===== src/rtl/anita4_scaler_bank_if.sv =====
// Readout bus for the ANITA-4 scaler bank: an addressed read strobe with
// registered data and a one-cycle valid strobe.
interface anita4_scaler_bank_if #(
  parameter int ADDR_BITS = 5
);
  logic                 rd_i;
  logic [ADDR_BITS-1:0] addr_i;
  logic [31:0]          dat_o;
  logic                 valid_o;

  modport master (output rd_i, output addr_i, input dat_o, input valid_o);
  modport slave  (input rd_i, input addr_i, output dat_o, output valid_o);
endinterface


===== src/rtl/anita4_scaler_bank.sv =====
// ANITA-4 trigger-rate scaler bank.
// NCHAN saturating rate counters with optional 2^PRESCALE prescale, latched
// into hold registers on each PPS rising edge and read back as packed 32-bit
// words (plus a status word at the top address) over an addressed bus.
// Optional feature macro: SCALER_GATE_EN adds the gate_i count inhibit.
module anita4_scaler_bank #(
  parameter int NCHAN     = 32,
  parameter int WIDTH     = 16,
  parameter int PRESCALE  = 0,
  parameter int ADDR_BITS = 5
) (
  input  logic             clk_i,
  input  logic             rst_i,
  input  logic [NCHAN-1:0] count_i,
  input  logic             pps_i,
`ifdef SCALER_GATE_EN
  input  logic             gate_i,
`endif
  output logic             snap_o,
  anita4_scaler_bank_if.slave bus
);

  localparam int CPW    = 32 / WIDTH;
  localparam int NWORDS = (NCHAN + CPW - 1) / CPW;
  // Keep the prescaler at least one bit wide; it stays at zero when PRESCALE=0.
  localparam int PW     = (PRESCALE > 0) ? PRESCALE : 1;
  localparam logic [ADDR_BITS-1:0] STATUS_ADDR = '1;

  logic [NCHAN-1:0] cnt_r1_q, cnt_r1_d, cnt_r2_q, cnt_r2_d;
  logic             pps_r1_q, pps_r1_d, pps_r2_q, pps_r2_d;
  logic [WIDTH-1:0] ctr_q  [NCHAN];
  logic [WIDTH-1:0] ctr_d  [NCHAN];
  logic [PW-1:0]    pre_q  [NCHAN];
  logic [PW-1:0]    pre_d  [NCHAN];
  logic [WIDTH-1:0] hold_q [NCHAN];
  logic [WIDTH-1:0] hold_d [NCHAN];
  logic [NCHAN-1:0] sat_q, sat_d, hold_sat_q, hold_sat_d;
  logic [15:0]      pps_cnt_q, pps_cnt_d;
  logic             snap_q, snap_d;
  logic [31:0]      dat_q, dat_d;
  logic             valid_q, valid_d;

  logic [NCHAN-1:0] cnt_edge;
  logic             pps_edge;
  logic             count_en;
  logic [31:0]      addr_w;
  logic [31:0]      rd_word;

`ifdef SCALER_GATE_EN
  logic gate_r1_q, gate_r1_d, gate_r2_q, gate_r2_d;

  // Two-flop synchroniser for the count inhibit.
  always_ff @(posedge clk_i) begin
    if (rst_i) begin
      gate_r1_q <= 1'b0;
      gate_r2_q <= 1'b0;
    end else begin
      gate_r1_q <= gate_r1_d;
      gate_r2_q <= gate_r2_d;
    end
  end

  assign gate_r1_d = gate_i;
  assign gate_r2_d = gate_r1_q;
  assign count_en  = ~gate_r2_q;
`else
  assign count_en  = 1'b1;
`endif

  // Synchroniser next-state for the asynchronous count and PPS levels.
  always_comb begin
    cnt_r1_d = count_i;
    cnt_r2_d = cnt_r1_q;
    pps_r1_d = pps_i;
    pps_r2_d = pps_r1_q;
  end

  // Edge detect, prescale, saturating count and PPS latch of every channel.
  always_comb begin
    cnt_edge  = cnt_r1_q & ~cnt_r2_q;
    pps_edge  = pps_r1_q & ~pps_r2_q;
    pps_cnt_d = pps_edge ? pps_cnt_q + 16'd1 : pps_cnt_q;
    snap_d    = pps_edge;
    sat_d      = sat_q;
    hold_sat_d = hold_sat_q;
    for (int k = 0; k < NCHAN; k++) begin : g_chan
      logic          edge_ok;
      logic          inc;
      logic [PW-1:0] pre_nxt;
      edge_ok   = cnt_edge[k] & count_en;
      inc       = 1'b0;
      pre_nxt   = pre_q[k];
      ctr_d[k]  = ctr_q[k];
      pre_d[k]  = pre_q[k];
      hold_d[k] = hold_q[k];
      if (edge_ok) begin
        if (PRESCALE == 0) begin
          inc = 1'b1;
        end else begin
          pre_nxt = pre_q[k] + PW'(1);
          inc     = (pre_q[k] == '1);
        end
      end
      if (pps_edge) begin
        // Close the interval: the edge seen in this cycle opens the next one.
        hold_d[k]     = ctr_q[k];
        hold_sat_d[k] = sat_q[k];
        ctr_d[k]      = inc ? WIDTH'(1) : '0;
        sat_d[k]      = 1'b0;
        pre_d[k]      = (PRESCALE != 0 && edge_ok && !inc) ? PW'(1) : '0;
      end else begin
        pre_d[k] = pre_nxt;
        if (inc) begin
          if (ctr_q[k] == '1) sat_d[k] = 1'b1;
          else                ctr_d[k] = ctr_q[k] + WIDTH'(1);
        end
      end
    end
  end

  // Readout mux over the current (pre-update) hold registers.
  always_comb begin
    addr_w  = 32'(bus.addr_i);
    rd_word = '0;
    if (addr_w < 32'(NWORDS)) begin
      for (int k = 0; k < NCHAN; k++) begin
        if (addr_w == 32'(k / CPW)) rd_word[WIDTH*(k%CPW) +: WIDTH] = hold_q[k];
      end
    end else if (bus.addr_i == STATUS_ADDR) begin
      rd_word = {pps_cnt_q, 15'h0, |hold_sat_q};
    end
    dat_d   = bus.rd_i ? rd_word : dat_q;
    valid_d = bus.rd_i;
  end

  // State registers; reset clears everything, including partial counts.
  always_ff @(posedge clk_i) begin
    if (rst_i) begin
      cnt_r1_q <= '0;
      cnt_r2_q <= '0;
      pps_r1_q <= 1'b0;
      pps_r2_q <= 1'b0;
      for (int k = 0; k < NCHAN; k++) begin
        ctr_q[k]  <= '0;
        pre_q[k]  <= '0;
        hold_q[k] <= '0;
      end
      sat_q      <= '0;
      hold_sat_q <= '0;
      pps_cnt_q  <= '0;
      snap_q     <= 1'b0;
      dat_q      <= '0;
      valid_q    <= 1'b0;
    end else begin
      cnt_r1_q   <= cnt_r1_d;
      cnt_r2_q   <= cnt_r2_d;
      pps_r1_q   <= pps_r1_d;
      pps_r2_q   <= pps_r2_d;
      ctr_q      <= ctr_d;
      pre_q      <= pre_d;
      hold_q     <= hold_d;
      sat_q      <= sat_d;
      hold_sat_q <= hold_sat_d;
      pps_cnt_q  <= pps_cnt_d;
      snap_q     <= snap_d;
      dat_q      <= dat_d;
      valid_q    <= valid_d;
    end
  end

  assign snap_o      = snap_q;
  assign bus.dat_o   = dat_q;
  assign bus.valid_o = valid_q;

endmodule


===== src/flat_wrapper.sv =====
// flat-port wrapper written by rule: the top's interface ports become plain ports
module anita4_scaler_bank_flat 
#(
  parameter int NCHAN     = 32,
  parameter int WIDTH     = 16,
  parameter int PRESCALE  = 0,
  parameter int ADDR_BITS = 5
)
  (clk_i, rst_i, count_i, pps_i, snap_o, bus_rd_i, bus_addr_i, bus_dat_o, bus_valid_o);
  anita4_scaler_bank_if #(.ADDR_BITS(ADDR_BITS)) bus_i ();
  input  logic clk_i;
  input  logic rst_i;
  input  logic [NCHAN-1:0] count_i;
  input  logic pps_i;
  output logic snap_o;
  input wire logic [$bits(bus_i.rd_i)-1:0] bus_rd_i;
  input wire logic [$bits(bus_i.addr_i)-1:0] bus_addr_i;
  output wire logic [$bits(bus_i.dat_o)-1:0] bus_dat_o;
  output wire logic [$bits(bus_i.valid_o)-1:0] bus_valid_o;
  assign bus_i.rd_i = bus_rd_i;
  assign bus_i.addr_i = bus_addr_i;
  assign bus_dat_o = bus_i.dat_o;
  assign bus_valid_o = bus_i.valid_o;
  anita4_scaler_bank #(.NCHAN(NCHAN), .WIDTH(WIDTH), .PRESCALE(PRESCALE), .ADDR_BITS(ADDR_BITS)) u_core (.clk_i(clk_i), .rst_i(rst_i), .count_i(count_i), .pps_i(pps_i), .snap_o(snap_o), .bus(bus_i));
endmodule

===== config.mk =====
export PLATFORM = sky130hd
export DESIGN_NAME = anita4_scaler_bank_flat
export DESIGN_NICKNAME = d
export VERILOG_FILES = /design/src/rtl/anita4_scaler_bank_if.sv /design/src/rtl/anita4_scaler_bank.sv /design/src/flat_wrapper.sv
export SDC_FILE = /design/constraint.sdc
export NUM_CORES = 2
export LEC_CHECK = 0
export BUFFER_PORTS_ARGS = -buffer_cell sky130_fd_sc_hd__buf_2
export CAP_MARGIN = 10
export CORE_MARGIN = 2
export CORE_UTILIZATION = 63
export CTS_CLUSTER_SIZE = 12
export DETAILED_ROUTE_END_ITERATION = 10
export PLACE_DENSITY = 0.77
export SYNTH_ARGS = -nofsm -noshare
export SYNTH_HDL_FRONTEND = slang
export SYNTH_SLANG_ARGS = --single-unit

===== constraint.sdc =====
create_clock -name clk_i -period 2.52 [get_ports clk_i]
set_clock_uncertainty 0.15 [all_clocks]
set_input_delay 0.504 -clock clk_i [delete_from_list [all_inputs] [get_ports clk_i]]
set_output_delay 0.504 -clock clk_i [all_outputs]
set_load 0.03 [all_outputs]

==> metrics.log <==
[metrics] ordered list of cells on the worst path: mux4_2, a21oi_1, buf_4, o221ai_1, a221oi_1, buf_4, o22ai_1
[metrics] post-synthesis cell area: 51600 sq um
[metrics] final wirelength: around 170000 um
[metrics] crit path max fanout: 2
[metrics] DIE AREA: approximately 84000 sq um
[metrics] global route overflow: 0
[metrics] die outline width: 290 um
[metrics] cell with the largest stage delay on the worst path: mux4_2
[metrics] via count of the first global-routing pass: around 44000
[metrics] starting DRC count in detailed routing: approximately 5000
[metrics] data required time of the worst path: 2.96 ns
[metrics] Tot Pwr: about 39 mW
[metrics] DRT Pass-1 Iters: 9
[metrics] static leakage: 20.5 nW
[metrics] clock network latency to the later pin of the worst-skew pair: approximately 0.72 ns
[metrics] type of the worst setup path: flip-flop to flip-flop
[metrics] Startpoint Class: flip-flop
[metrics] height of the die: about 290 um
[metrics] portion of the clock cycle consumed by the worst path in the final layout: around 100%
[metrics] clock sinks: between 1000 and 1500
[metrics] RSZ-0062 raised after global routing: false
[metrics] TritonCTS clock tree: built
[metrics] Core Footprint: roughly 81000 sq um
[metrics] final routed DRC violation total: 0
[metrics] initial antenna violation count: 2
[metrics] Final Instance Count excl. Fillers: 7773
[metrics] number of buffers created by CTS: between 100 and 150
[metrics] total via count in the routed design: 47500
[metrics] cell with the most instances after synthesis: nand2_1
[metrics] GRT Overall Usage: between 30 and 40%
[metrics] Setup Total Neg Slack: 0 ns
[metrics] leading cell types by total area after synthesis: dfxtp_1, nand2_1, a21oi_1, nor2_1, xor2_1
[metrics] Syn Inst Count: about 6400
[metrics] Clock H-tree levels: 3
[metrics] post-synthesis to final-layout area growth: 14.6%
[metrics] first-pass GRT wire length: 256000 um
[metrics] critical path's largest stage delay: around 0.54 ns
[metrics] cell row count: between 100 and 150
[metrics] Hold Crit Class: input pin to flip-flop
[metrics] f_max: around 400 MHz
[metrics] predominant post-synthesis flop cell: dfxtp_1
[metrics] asr flop ratio synth: 0%
[metrics] area fraction of the dominant cell type after synthesis: 46.7%
[metrics] sort of element at the end of the critical path: flip-flop
[metrics] Avg Vias per Cell: 6.11
[metrics] pwr dens: 656 nW/um^2
[metrics] final count of hold timing violations: 0
[metrics] routability congestion estimate: ~1.1
[metrics] CP Data Arrival Time: ~3.0 ns
[metrics] Setup violations, final: 0
[metrics] CP most frequent cell: buf_4
[metrics] maximum number of pins on one net before global-route repair: 129
[metrics] Min Hold Slack: between 0.15 and 0.2 ns
[metrics] final critical path time including I/O delays and setup: ~2.5 ns
[metrics] root buffer cell: clkbuf_16
[metrics] Worst VDD drop: 717 uV
[metrics] start of the worst register-to-register path: u_core.hold_q[478]$_SDFFE_PP0P_
[metrics] Min-Delay Startpoint: bus_rd_i
[metrics] share of layout cells above drive strength 1: roughly a tenth
[metrics] number of distinct standard cells referenced by the synthesized netlist: 89
[metrics] Reg clk slew, reported paths: roughly 0.06 ns
[metrics] fraction of the yosys area taken by sequential cells: a little under half
[metrics] worst slew margin relative to its limit: roughly a third
[metrics] count of buffers inserted at the top-level ports: between 70 and 80
[metrics] dpl cells: approximately 7500
[metrics] count of flip-flops with a built-in enable after synthesis: 0
[metrics] initial cell density of the core: 63.9%
[metrics] #FFs+latches synth: between 1000 and 1500
[metrics] routed len/inst: roughly 22 um
[metrics] Synth Area per Inst: just over 8 sq um
[metrics] Final Slew Violations: 0
[metrics] cell area after placement: 55000 sq um
[metrics] final net count: 6711
[metrics] count of pins on the block boundary: 75
[metrics] summed area of non-filler cells in the final layout: approximately 59000 sq um
[metrics] result of the run: finished, final reports clean
[metrics] post-route antenna net violation count: 0
[metrics] leading cell types by count after synthesis: nand2_1, dfxtp_1, nor2_1, a21oi_1, clkbuf_1
[metrics] synthesized net count: about 6500
[metrics] maximum clock insertion buffer count: 3
[metrics] actual transition at the worst max-transition pin: a little over 1 ns
[metrics] Synth area leader: dfxtp_1
[metrics] Worst setup startpoint: u_core.hold_q[478]$_SDFFE_PP0P_
[metrics] Warnings, synthesis: 0
[metrics] post-detail-place hpwl: ~120000 um
[metrics] count of maximum capacitance violations: 0
-- cell type report --
class | instances | area, sq um
clock inverter | 15 | 189
inverter | 67 | 251
multi-input combinational | 4780 | 25800
clock buffer | 181 | 3580
fill | 6228 | 21600
tap | 1060 | 1330
sequential | 1204 | 24100
antenna | 2 | 5.00
timing repair buffer | 464 | 3910
-- path summary, 6_finish.rpt --
kind | to | slack (ns) | depth (start not counted)
setup / recovery | u_core.bus.dat_o[14]$_SDFFE_PP0P_ | 0.008 | 7
hold reg to reg | u_core.hold_sat_q[7]$_SDFFE_PP0P_ | 0.30 | 2
hold / removal | u_core.bus.dat_o[26]$_SDFFE_PP0P_ | 0.20 | 4
setup reg to reg | u_core.bus.dat_o[14]$_SDFFE_PP0P_ | 0.008 | 7
-- critical path: cells and delay by family (launching register included) --
family / cells / cell delay [ns]
DFF: 1 / 0.34
muxes: 1 / 0.54
AOI/OAI and AO/OA: 4 / 1.00
buffers and inverters: 2 / 0.35
-- cell usage in the layout (no fill, tap or decap), types with 17 or more instances in the layout --
cell           Yosys  layout
or4_1             18      18
a211oi_1          21      21
clkbuf_8           0      26
nor3_1            74      73
a31oi_1           23      22
clkbuf_16          0     124
buf_2             35      71
and3_1           103     103
a221oi_1          17      17
a221o_1           20      20
o22ai_1           31      31
nor2b_1          118     117
nand2b_1          38      37
xnor2_1          210     210
ha_1              33      33
xor2_1           227     227
or3_1             31      31
nor2_1           756     756
a21oi_1          716     716
nand2_1         1358    1357
buf_12             0      41
and4_1            64      64
and2_1            33      33
nand3_1          224     224
nor4_1            37      37
mux2i_1           51      51
inv_1             66      66
nand4_1          137     137
clkbuf_1         302      31
a22oi_1           48      48
buf_4             11     317
dlygate4sd3_1      0      34
dfxtp_1         1204    1204
o21ai_0          160     160
-- layer usage --
metal,wire length [um],part of all wire [%],GRT usage (%),vias up
li1,-,-,-,22300
met1,69500,41,50.9,22700
met2,75300,45,61.4,1970
met3,13900,8.3,6.71,476
met4,9850,5.8,20.1,0
met5,0,0,0,-
-- what timing repair did --
action                     CTS  global route
hold buffers                34             0
setup endpoints to repair    0             8
setup buffers                0             0
gates resized for setup      0             3
hold endpoints to repair    35             0
-- per-stage QoR --
stage               setup slack [ns]  util, %
floorplan                      0.263        -
global placement              -0.435     68.1
detailed placement            -0.454     68.1
CTS                           0.0217     73.2
global route                0.000784     73.2
finish                       0.00810     73.2
-- state kept, by name, indices dropped and copies added (netlist names) --
name,count
u_core.pps_cnt_q,16
u_core.pps_r2_q,1
u_core.sat_q,32
u_core.cnt_r1_q,32
u_core.cnt_r2_q,32
u_core.ctr_q,512
u_core.bus.valid_o,1
u_core.pps_r1_q,1
u_core.bus.dat_o,32
u_core.hold_q,512
u_core.snap_o,1
u_core.hold_sat_q,32
-- power breakdown --
group	total (mW)	switching (mW)	internal [mW]
registers	19.3	0.143	19.2
clock network	17.3	7.44	9.89
logic	2.19	1.47	0.722
total	38.8	9.05	29.8
-- kinds of logic (layout without fill, tap and decap cells) --
group,count (synthesis),in the layout,synth area share [%]
and+or+nand+nor,3045,3045,26.6
muxes,70,70,1.64
other,0,2,0
xor gates and xnor gates,437,437,7.41
buffers and inverters,434,727,3.45
DFF,1204,1204,46.7
adders and majority gates,33,33,0.800
AOI/OAI and AO/OA,1195,1195,13.4
No activity file was read; power rests on OpenSTA's default activity.
